==> src/rtl/run_ctrl_pkg.sv <==
// Shared types and constants for the run/reset controller.
// cnt_width gives the width needed to count to max_val, and never returns less than 1.
package run_ctrl_pkg;

   typedef enum logic [1:0] {
      HOLD  = 2'd0,
      RUN   = 2'd1,
      DONE  = 2'd2,
      FAULT = 2'd3
   } run_state_t;

   localparam int SYNC_STAGES = 2;

   function automatic int cnt_width(input int max_val);
      return (max_val < 1) ? 1 : $clog2(max_val + 1);
   endfunction

endpackage

==> src/rtl/mon_wdt.sv <==
// One monitor channel: input synchroniser, either-polarity edge detect,
// activity watchdog and a sticky fault bit.
module mon_wdt
   import run_ctrl_pkg::*;
#(
   parameter int WDT_CYCLES = 1024,
   parameter int CW         = cnt_width(WDT_CYCLES)
)(
   input  logic i_clk,
   input  logic i_rst_n,
   input  logic i_mon,
   input  logic i_run,
   input  logic i_clr,
   output logic o_fault,
   output logic o_fault_set
);

   logic [SYNC_STAGES-1:0] r_sync;
   logic                   r_prev;
   logic [CW-1:0]          r_cnt;
   logic                   r_fault;
   logic                   w_edge;
   logic                   w_expire;

   assign w_edge      = r_sync[SYNC_STAGES-1] ^ r_prev;
   assign w_expire    = (WDT_CYCLES != 0) && (r_cnt == CW'(WDT_CYCLES - 1));
   // An edge landing on the expiry cycle rescues the channel.
   assign o_fault_set = i_run && !i_clr && !r_fault && !w_edge && w_expire;
   assign o_fault     = r_fault;

   always_ff @(posedge i_clk or negedge i_rst_n) begin
      if (!i_rst_n) begin
         r_sync  <= '0;
         r_prev  <= 1'b0;
         r_cnt   <= '0;
         r_fault <= 1'b0;
      end else begin
         r_sync <= {r_sync[SYNC_STAGES-2:0], i_mon};
         r_prev <= r_sync[SYNC_STAGES-1];

         if (i_clr || !i_run || w_edge)
            r_cnt <= '0;
         else if (!r_fault && !w_expire)
            r_cnt <= r_cnt + CW'(1);

         if (i_clr)
            r_fault <= 1'b0;
         else if (o_fault_set)
            r_fault <= 1'b1;
      end
   end

endmodule

==> src/rtl/run_ctrl.sv <==
// Run/reset controller: stretched synchronous core reset, bounded run window,
// per-channel activity watchdogs and a shared done/fault stop criterion.
//
// state | meaning
// HOLD  | core held in reset, counting out the release delay
// RUN   | core running, cycle budget and watchdogs active
// DONE  | budget exhausted, core back in reset, done sticky
// FAULT | watchdog fault halted the run, core back in reset
module run_ctrl
   import run_ctrl_pkg::*;
#(
   parameter int RST_HOLD_CYCLES = 4,
   parameter int RUN_CYCLES      = 5000,
   parameter int WDT_CYCLES      = 1024,
   parameter int NUM_MON         = 1,
   parameter int CNT_W           = 32,
   parameter int HALT_ON_FAULT   = 1
)(
   input  logic               i_clk,
   input  logic               i_rst_n,
   input  logic               i_sw_rst_req,
   input  logic [NUM_MON-1:0] i_mon_in,
   output logic               o_core_rst_n,
   output logic               o_running,
   output logic               o_done,
   output logic [NUM_MON-1:0] o_wdt_fault,
   output logic               o_fault_any,
   output logic [CNT_W-1:0]   o_cycle_cnt
);

   localparam int HW = cnt_width(RST_HOLD_CYCLES);

   run_state_t         r_state;
   run_state_t         w_state_nxt;
   logic [HW-1:0]      r_hold_cnt;
   logic [CNT_W-1:0]   r_cycle_cnt;
   logic               r_run;
   logic               r_done;
   logic               r_fault_any;
   logic               w_in_run;
   logic               w_sw_rst;
   logic               w_fault_set;
   logic               w_budget;
   logic [NUM_MON-1:0] w_fault_set_ch;

   assign w_in_run    = (r_state == RUN);
   assign w_sw_rst    = i_sw_rst_req && (r_state != HOLD);
   assign w_fault_set = |w_fault_set_ch;
   assign w_budget    = (RUN_CYCLES != 0) && (r_cycle_cnt == CNT_W'(RUN_CYCLES - 1));

   always_comb begin
      w_state_nxt = r_state;
      case (r_state)
         HOLD: begin
            if (r_hold_cnt == HW'(RST_HOLD_CYCLES - 1))
               w_state_nxt = RUN;
         end
         RUN: begin
            if (w_sw_rst)
               w_state_nxt = HOLD;
            else if ((HALT_ON_FAULT != 0) && w_fault_set)
               w_state_nxt = FAULT;
            else if (w_budget)
               w_state_nxt = DONE;
         end
         DONE, FAULT: begin
            if (w_sw_rst)
               w_state_nxt = HOLD;
         end
         default: w_state_nxt = HOLD;
      endcase
   end

   always_ff @(posedge i_clk or negedge i_rst_n) begin
      if (!i_rst_n) begin
         r_state     <= HOLD;
         r_hold_cnt  <= '0;
         r_cycle_cnt <= '0;
         r_run       <= 1'b0;
         r_done      <= 1'b0;
         r_fault_any <= 1'b0;
      end else begin
         r_state    <= w_state_nxt;
         r_hold_cnt <= (r_state == HOLD) ? r_hold_cnt + HW'(1) : '0;
         // Registered so the core reset is a clean flop output.
         r_run      <= (w_state_nxt == RUN);

         if (w_sw_rst)
            r_cycle_cnt <= '0;
         else if (w_in_run && (r_cycle_cnt != '1))
            r_cycle_cnt <= r_cycle_cnt + CNT_W'(1);

         if (w_sw_rst)
            r_done <= 1'b0;
         else if (w_in_run && (w_state_nxt == DONE))
            r_done <= 1'b1;

         if (w_sw_rst)
            r_fault_any <= 1'b0;
         else if (w_fault_set)
            r_fault_any <= 1'b1;
      end
   end

   for (genvar g = 0; g < NUM_MON; g++) begin : g_mon
      mon_wdt #(
         .WDT_CYCLES (WDT_CYCLES)
      ) u_mon_wdt (
         .i_clk       (i_clk),
         .i_rst_n     (i_rst_n),
         .i_mon       (i_mon_in[g]),
         .i_run       (w_in_run),
         .i_clr       (w_sw_rst),
         .o_fault     (o_wdt_fault[g]),
         .o_fault_set (w_fault_set_ch[g])
      );
   end

   assign o_core_rst_n = r_run;
   assign o_running    = r_run;
   assign o_done       = r_done;
   assign o_fault_any  = r_fault_any;
   assign o_cycle_cnt  = r_cycle_cnt;

endmodule
==> config.mk <==
export PLATFORM = sky130hd
export DESIGN_NAME = run_ctrl
export DESIGN_NICKNAME = d
export VERILOG_FILES = /design/src/rtl/run_ctrl_pkg.sv /design/src/rtl/mon_wdt.sv /design/src/rtl/run_ctrl.sv
export SDC_FILE = /design/constraint.sdc
export NUM_CORES = 1
export LEC_CHECK = 0
export BUFFER_PORTS_ARGS = -buffer_cell sky130_fd_sc_hd__buf_2
export CAP_MARGIN = 20
export CORE_MARGIN = 4
export CORE_UTILIZATION = 24
export CTS_CLUSTER_DIAMETER = 80
export CTS_CLUSTER_SIZE = 25
export DETAILED_ROUTE_END_ITERATION = 12
export SYNTH_ARGS = -nofsm -noshare
export SYNTH_HDL_FRONTEND = slang
export SYNTH_SLANG_ARGS = --single-unit
==> constraint.sdc <==
create_clock -name i_clk -period 5.5 [get_ports i_clk]
set_input_delay 0.825 -clock i_clk [delete_from_list [all_inputs] [get_ports i_clk]]
set_output_delay 0.825 -clock i_clk [all_outputs]
set_load 0.01 [all_outputs]
==> results.md, run 1 <==
- Chip height: 119 um
- Setup CP Type: register to register
- Vias: between 2000 and 3000
- Initial DRT Pass Iterations: 4
- H-tree depth: 2
- Final hold vios: 0
- Iteration-0 DRC Markers: 162
- Pwr dens: approximately 290 mW/mm^2
- Min Tclk post-route: 2.23 ns
- Global Route Usage Sum: 11.3%
- CP arrival: 2.44 ns
- Dpl hpwl: 5530 um
- Worst rel slew slack: 53.8%
- Postcts setup bufs: 0
- Worst Tran Pin Value: 0.693 ns
- Clk_lat worst skew: around 0.29 ns
- Non-Filler Instances: 501
- N_diodes: 0
- CTS Hold Buffers Added: 0
- Final Cycle Share: 40.5%
- Rows: 40
- Final core utilization: 28.5%
- FF+latch count, synth: 54
- DRC violations left: 0
- Sink Count: 54
- Largest net degree at the start of global routing: 55
- Peak supply drop: 0.000123 V
- IO Pins: 41
- Initial antenna violation count: 0
- Post-Syn Nets: 324
- # setup viols final: 0
- HP Class: register to register
- Number of global-route vias before repair: 2537
- Most frequent cells in the layout: dfrtp_1 (54), buf_2 (40), nor2_1 (33)
- PortBufs: 40
- Most common cell after layout, fill and taps aside: dfrtp_1
- Max-slew violation count: 0
- CTS tree: yes
- Die span in x: 119 um
- Leading area contributor after synthesis: dfrtp_1
- Worst-path clk slew: 0.06 ns
- Post-synth EDFFs: 0
- CTS Buf Count: 5
- Fin Setup TNS: 0 ns
- Net count reported at finish: around 360
- Synth Instances: approximately 320
- Netlist cell types: 55
- Core area: 0.0120 sq mm
- RSZ-0062 raised after global routing: false
- Status: finished clean
- Post-route cell area: 0.00342 sq mm
- Total wire length: around 7700 um
- Vias per inst: 5.15
- Share of the synthesized area in the top cell type: 46.0%
- Area Overhead vs Synth: 16.4%
- Synth Area per Inst: 9.30 sq um
- Effective utilization at floorplan: 24.5%
- Area after DPL: 0.00329 sq mm
- Post-Synthesis Cell Area: between 0.002 and 0.003 sq mm
- Max_cap viols: 0
- Worst setup SP type: register
- Placed cells: 494
- Setup Skew: 0.00743 ns
- Clock root cell: clkbuf_16
- Critical path required time: 5.71 ns
- Post-CTS resize count: 0
- FMAX: 0.449 GHz
- Async SR Flop Fraction: 100%
- DIE AREA: 0.0141 sq mm
- Max Root-Sink Buffers: 2
- Ranking of synthesized cells by area: dfrtp_1 (46%), nand4_1 (4.5%), nor2_1 (4.3%)
- Endpoint type of the worst setup path: register
- Max FO, Critical Path: 7
- YS warnings: 0
- Layout cells sized above 1: 16.7%
- Leak: 0.00150 uW
- Final GP Congestion: 0.872
- Main synth FF type: dfrtp_1
- Grt ovf: 0
- First-pass GRT wire length: between 10000 and 15000 um
- Routed WL per cell: 15.4 um
- Register area share after synthesis: 46.0%
- Antenna Nets Post-Route: 0
sequential cells by signal (all words and copies together) (netlist names):
signal	cells
o_done	1
g_mon.u_mon_wdt.r_prev	1
o_core_rst_n	1
o_fault_any	1
o_cycle_cnt	32
r_hold_cnt	3
r_state	2
g_mon.u_mon_wdt.r_cnt	11
g_mon.u_mon_wdt.r_sync	2
critical path, cell delays in order (launching register included):
cell and delay [ns]:
dfrtp_1 0.43, ha_1 0.29, nand4_1 0.22, nor4_2 0.47, a21oi_1 0.31, nand4_1 0.22, mux2i_1 0.21
power breakdown:
group	switching, uW	internal [uW]	total [uW]
sequential	42.7	432	475
combinational	134	69.9	204
clock	137	167	304
cells in the mapped netlist, drive strengths merged, types with 5 or more instances:
library cell	count
dfrtp	54
nor2	34
nand2	26
nand4	22
a21oi	21
o21ai	21
or3	16
nand3	13
xor2	10
and4	8
inv	8
nor3	8
nor4	7
xnor2	7
clkbuf	6
buf	5
worst paths after layout:
check                                                   from                           end  slack [ns]  cells after the start
worst max-delay path                          o_cycle_cnt[1]               o_cycle_cnt[29]        3.27                      6
worst min-delay path            g_mon[0].u_mon_wdt.r_sync[0]  g_mon[0].u_mon_wdt.r_sync[1]        0.36                      0
worst max register to register                o_cycle_cnt[1]               o_cycle_cnt[29]        3.27                      6
worst min register to register  g_mon[0].u_mon_wdt.r_sync[0]  g_mon[0].u_mon_wdt.r_sync[1]        0.36                      0
max in group asynchronous                            i_rst_n               o_cycle_cnt[12]        4.38                      2
min in group asynchronous                            i_rst_n   g_mon[0].u_mon_wdt.r_cnt[1]        0.66                      2
metrics by stage:
step | worst slack (ns) | hold slack [ns] | power, uW
floorplan | 3.42 | 0.331 | 614
global placement | 3.15 | 0.331 | 680
detailed placement | 3.11 | 0.345 | 690
CTS | 3.29 | 0.359 | 999
global route | 3.05 | 0.362 | 1050
finish | 3.27 | 0.357 | 983
routing by layer:
layer  GRT usage [%]  share of wire, %
met1            14.5                45
met2            18.6                49
met3            2.92               4.4
met4            3.19               1.3
met5               0                 0
kinds of logic after synthesis:
logic type / Yosys count / synth area share [%]
AND/OR/NAND/NOR: 156 / 30.4
AO/OA/AOI/OAI: 63 / 13.0
XOR/XNOR: 17 / 5.07
multiplexers: 3 / 1.02
flip-flops: 54 / 46.0
buffers and inverters: 19 / 2.81
adder cells (fa/ha/maj): 4 / 1.70
area by class of cell:
class	count	area (sq um)
Sequential cell	54	1350
Timing Repair Buffer	42	215
Tap cell	147	184
Inverter	8	30.0
Clock buffer	7	133
Multi-Input combinational cell	243	1510
Fill cell	1290	8590
Note: power is estimated with default switching activity, not from simulation.
==> inputs of run 2 (changes only) <==
==> constraint.sdc (replaced) <==
create_clock -name i_clk -period 2.2 [get_ports i_clk]
set_input_delay 0.33 -clock i_clk [delete_from_list [all_inputs] [get_ports i_clk]]
set_output_delay 0.33 -clock i_clk [all_outputs]
set_load 0.01 [all_outputs]
==> run 2 against run 1 <==
Critical path depth decreased by 1. Final area up 4.6%. Critical path type unchanged. Largest power group unchanged. Register-to-register slack got worse by 3.1 ns. Sequential cell count did not move. Largest cell class unchanged. Critical endpoint is now r_state[0]. Sequential share of layout area fell by 1.8 points. Die area did not move.
==> results.md, run 2 (synthesis gave the netlist of run 1 again) <==
- Status: finished clean
- Vias per inst: 5.04
- Routed WL per cell: ~15 um
- H-tree depth: 2
- Worst-path clk slew: 0.07 ns
- Sw power: 779 uW
- Antenna Nets Post-Route: 0
- Sink Count: 54
- Worst setup SP type: register
- Max FO, Critical Path: 6
- Endpoint type of the worst setup path: register
- Clk_lat worst skew: roughly 0.29 ns
- Iteration-0 DRC Markers: 120
- Core area: around 0.012 sq mm
- Max_cap viols: 0
- Min Tclk post-route: between 2 and 2.5 ns
- Final hold vios: 0
- Placed cells: around 510
- Post-CTS resize count: 0
- Post-route worst setup slack: 0.142 ns
- Critical path required time: 2.38 ns
- Global Route Usage Sum: 11.0%
- Initial DRT Pass Iterations: 4
- CTS tree: yes
- Number of flip-flops in the largest register: 32
- Pwr dens: 705 mW/mm^2
- Internal power: roughly 1700 uW
- Most frequent cells in the layout: dfrtp_1 (54), buf_2 (40), nor2_1 (33)
- PortBufs: 40
- Effective utilization at floorplan: 24.5%
- Highest-delay cell along the critical path: dfrtp_1
- Max-slew violation count: 0
- Chip height: 119 um
- Most common cell after layout, fill and taps aside: dfrtp_1
- DRC violations left: 0
- Final GP Congestion: 0.886
- Worst rel slew slack: 55.3%
- HP Class: input pin to async pin
- Final Cycle Share: 93.5%
- Die span in x: 119 um
- Layout cells sized above 1: 21.4%
- DIE AREA: 0.0141 sq mm
- FMAX: 0.486 GHz
- Clock power frac: between 30% and 40%
- Power, Total: 2520 uW
- Rows: 40
- CP Cell Sequence: or4b_1 > or4_1 > nor3_2 > nand2_1 > o21a_1
- Fin Setup TNS: 0 ns
- Net count reported at finish: 379
- Dpl hpwl: 5630 um
- Setup Skew: between 0.01 and 0.015 ns
- CTS Hold Buffers Added: 0
- Postcts setup bufs: 0
- Clock root cell: clkbuf_16
- CP arrival: 2.24 ns
- Switching Share: between 30% and 40%
- Largest net degree at the start of global routing: 33
- Max Root-Sink Buffers: 2
- Worst Tran Pin Value: between 0.6 and 0.7 ns
- # setup viols final: 0
- Area Overhead vs Synth: 21.8%
- Max stage delay on crit path: 0.46 ns
- Pre-CTS setup slack: 0.131 ns
- CTS Buf Count: 5
- RSZ-0062 raised after global routing: false
- N_diodes: 0
- Peak supply drop: roughly 0.00033 V
- Vias: between 2000 and 3000
- Grt ovf: 0
- Non-Filler Instances: 517
- Part of the power in registers: 46.5%
- First-pass GRT wire length: 12800 um
- Leak: 0.00160 uW
- Number of global-route vias before repair: 2537
- Initial antenna violation count: 0
- Logic pwr share: 22.6%
- Setup CP Type: register to register
- Total wire length: 7500 um
- IO Pins: 41
run 2: cell types whose count changed in the layout (fill, tap and decap cells not counted), sizes merged:
cell | before | now
clkbuf | 7 | 6
buf | 42 | 59
run 2: final timing paths:
kind | startpoint | to | slack [ns] | depth (start not counted)
min | i_rst_n | g_mon[0].u_mon_wdt.r_cnt[0] | 0.03 | 1
max in group asynchronous | i_rst_n | o_cycle_cnt[2] | 1.59 | 2
min reg2reg | g_mon[0].u_mon_wdt.r_sync[0] | g_mon[0].u_mon_wdt.r_sync[1] | 0.35 | 0
max reg2reg | o_cycle_cnt[12] | r_state[0] | 0.14 | 5
max | o_cycle_cnt[12] | r_state[0] | 0.14 | 5
min in group i_clk | i_mon_in | g_mon[0].u_mon_wdt.r_sync[0] | 0.15 | 1
run 2: area by class of cell:
type	count	area [sq um]
clock buffers	6	139
fillers	1253	8430
inverters	8	30.0
multi-input cells	243	1520
flip-flops and latches	54	1350
well taps	147	184
repair buffers	59	355
run 2: layer usage:
metal / GRT usage, % / up-vias / routed length [um]
li1: - / 1282 / -
met1: 15.0 / 1257 / 3490
met2: 17.3 / 60 / 3530
met3: 2.78 / 8 / 405
met4: 2.82 / 0 / 74
met5: 0 / - / 0
run 2: worst max-delay path: cells and delay by family (launching register included):
family / cells / cell delay, ns
simple gates: 4 / 1.31
flops: 1 / 0.46
compound gates: 1 / 0.17
run 2: power by group through the flow:
stage / clock (uW) / sequential, uW / combinational [uW]
2_1_floorplan: 0 / 1180 / 355
3_3_place_gp: 0 / 1190 / 573
3_5_place_dp: 0 / 1190 / 581
4_1_cts: 798 / 1170 / 583
5_1_grt: 843 / 1190 / 652
6_report: 779 / 1170 / 570
run 2: stage by stage:
stage,area [sq um],util [%],hold slack [ns]
finish,3580,29.8,0.0347
CTS,3570,29.7,0.0565
global placement,3430,28.5,0.332
global route,3580,29.8,0.0880
floorplan,2940,-,0.0344
detailed placement,3430,28.5,0.336
==> inputs of run 3 (changes only) <==
--- a/config.mk
+++ b/config.mk
@@ -8,10 +8,12 @@
 export BUFFER_PORTS_ARGS = -buffer_cell sky130_fd_sc_hd__buf_2
 export CAP_MARGIN = 20
 export CORE_MARGIN = 4
-export CORE_UTILIZATION = 24
+export CORE_UTILIZATION = 50
 export CTS_CLUSTER_DIAMETER = 80
 export CTS_CLUSTER_SIZE = 25
 export DETAILED_ROUTE_END_ITERATION = 12
+export PLACE_DENSITY = 0.71
+export RECOVER_POWER = 100
 export SYNTH_ARGS = -nofsm -noshare
 export SYNTH_HDL_FRONTEND = slang
 export SYNTH_SLANG_ARGS = --single-unit
==> run 3 against run 2 <==
The run now ends with capacitance limit left. Via count up 2.9%. Maximum frequency decreased by 0.84%. Clock power shrank 25%. Combinational power down 5.3%. Routed wire length fell by 2.4%. Total power is 8.7% lower. Critical path depth grew 1. Sequential share of layout area is 2.1 points higher. Final cell count is 13% lower. Hold slack better by 0.091 ns. Critical path type unchanged. Critical endpoint is now o_cycle_cnt[12]. Highest routed layer unchanged.
==> results.md, run 3 (synthesis gave the netlist of run 1 again) <==
- Total wire length: between 7000 and 8000 um
- Pwr dens: 679 mW/mm^2
- Final hold vios: 0
- FMAX: just under 0.5 GHz
- Area Overhead vs Synth: 15.5%
- RSZ-0062 raised after global routing: false
- DIE AREA: 0.00717 sq mm
- DRC violations left: 0
- Final core utilization: 60.5%
- Worst setup SP type: register
- Vias: 2683
- Dpl hpwl: approximately 5300 um
- Initial antenna violation count: 0
- Internal power: 1520 uW
- Layout cells sized above 1: roughly 12%
- PortBufs: 40
- Switching Share: 34.0%
- Vias per inst: roughly 6
- Net count reported at finish: 387
- IO Pins: 41
- Core area: roughly 0.0056 sq mm
- Die span in x: 84.7 um
- Setup Skew: 0.0113 ns
- Max FO, Critical Path: 6
- Worst-path clk slew: about 0.1 ns
- Worst rel slew slack: less than 1%
- Clock root cell: clkbuf_8
- Sw power: 783 uW
- Grt ovf: 0
- Worst Tran Pin Value: 1.49 ns
- CP arrival: 2.28 ns
- Violated checks: capacitance limit
- Clk_lat worst skew: 0.31 ns
- Iteration-0 DRC Markers: 144
- Highest-delay cell along the critical path: a211oi_1
- Clock power frac: 25.5%
- N_diodes: 0
- Peak supply drop: 0.000399 V
- Setup CP Type: register to register
- CTS Buf Count: 5
- Most frequent cells in the layout: dfrtp_1 (54), clkbuf_1 (44), nor2_1 (33)
- Initial DRT Pass Iterations: 4
- Max-slew violation count: 0
- Antenna Nets Post-Route: 0
- Post-route worst setup slack: 0.125 ns
- Leak: 0.00143 uW
- Rows: 27
- Logic pwr share: 23.4%
- Min Tclk post-route: 2.08 ns
- Most common cell after layout, fill and taps aside: dfrtp_1
- Status: finished with violations
- Max_cap viols: 1
- Non-Filler Instances: 452
- Max Root-Sink Buffers: 2
- Chip height: 84.7 um
- Final Cycle Share: 94.3%
- First-pass GRT wire length: 12300 um
- Fin Setup TNS: 0 ns
- Part of the power in registers: 51.1%
- Number of global-route vias before repair: roughly 2600
- CP Cell Sequence: ha_2 > and4_1 > nand3_1 > a211oi_1 > a31oi_1 > a41o_1
- Sink Count: 54
- CTS Hold Buffers Added: 0
- Effective utilization at floorplan: 52.4%
- Number of flip-flops in the largest register: 32
- CTS tree: yes
- Max stage delay on crit path: 0.51 ns
- Final GP Congestion: 0.835
- Largest net degree at the start of global routing: 29
- # setup viols final: 0
- Endpoint type of the worst setup path: register
- Placed cells: 440
- Critical path required time: 2.41 ns
- HP Class: input pin to register
- H-tree depth: 2
- Global Route Usage Sum: 20.9%
- Pre-CTS setup slack: 0.170 ns
- Routed WL per cell: approximately 16 um
## run 3: final timing paths
path | from | depth (start not counted) | slack [ns] | to
max in group asynchronous | i_rst_n | 2 | 0.45 | g_mon[0].u_mon_wdt.r_cnt[0]
hold reg to reg | g_mon[0].u_mon_wdt.r_sync[0] | 0 | 0.37 | g_mon[0].u_mon_wdt.r_sync[1]
min in group asynchronous | i_rst_n | 1 | 0.36 | o_cycle_cnt[29]
hold / removal | i_mon_in | 1 | 0.13 | g_mon[0].u_mon_wdt.r_sync[0]
setup reg to reg | o_cycle_cnt[1] | 6 | 0.12 | o_cycle_cnt[12]
setup / recovery | o_cycle_cnt[1] | 6 | 0.12 | o_cycle_cnt[12]
## run 3: power groups by stage
| stage | Combinational [uW] | Sequential [uW] | Clock [uW] |
|---|---|---|---|
| after floorplan | 355 | 1180 | 0 |
| after global placement | 557 | 1190 | 0 |
| after detailed placement | 568 | 1190 | 0 |
| after CTS | 569 | 1170 | 601 |
| after global routing | 620 | 1190 | 640 |
| final | 540 | 1180 | 587 |
## run 3: per-layer routing
metal,vias to the layer above,global-route usage [%],routed length (um)
li1,1304,-,-
met1,1288,28.3,3350
met2,82,35.0,3490
met3,9,3.24,406
met4,0,5.61,78
met5,-,0,0
## run 3: final cells by class
cell class	instances	area [sq um]
well taps	72	90.1
fillers	546	2220
flip-flops and latches	54	1350
clock buffers	6	82.6
repair buffers	67	304
multi-input cells	243	1520
clock inverters	2	12.5
inverters	8	30.0
## run 3: critical path: cells and delay by family (launching register included)
| family | cells | cell delay, ns |
|---|---|---|
| AOI/OAI and AO/OA | 3 | 0.87 |
| DFF | 1 | 0.44 |
| adders and majority gates | 1 | 0.27 |
| and+or+nand+nor | 2 | 0.39 |
## run 3: repair_timing
action                                  4_1_cts  5_1_grt
endpoints found under the setup margin        0        9
resized for setup                             0        4
buffers inserted                              0        4
## run 3: through the flow
stage	instance area, sq um	hold slack (ns)	power [uW]
floorplan	2940	0.0344	1540
global placement	3360	0.344	1740
detailed placement	3360	0.341	1760
CTS	3460	0.0540	2340
global route	3390	0.118	2450
finish	3390	0.126	2300
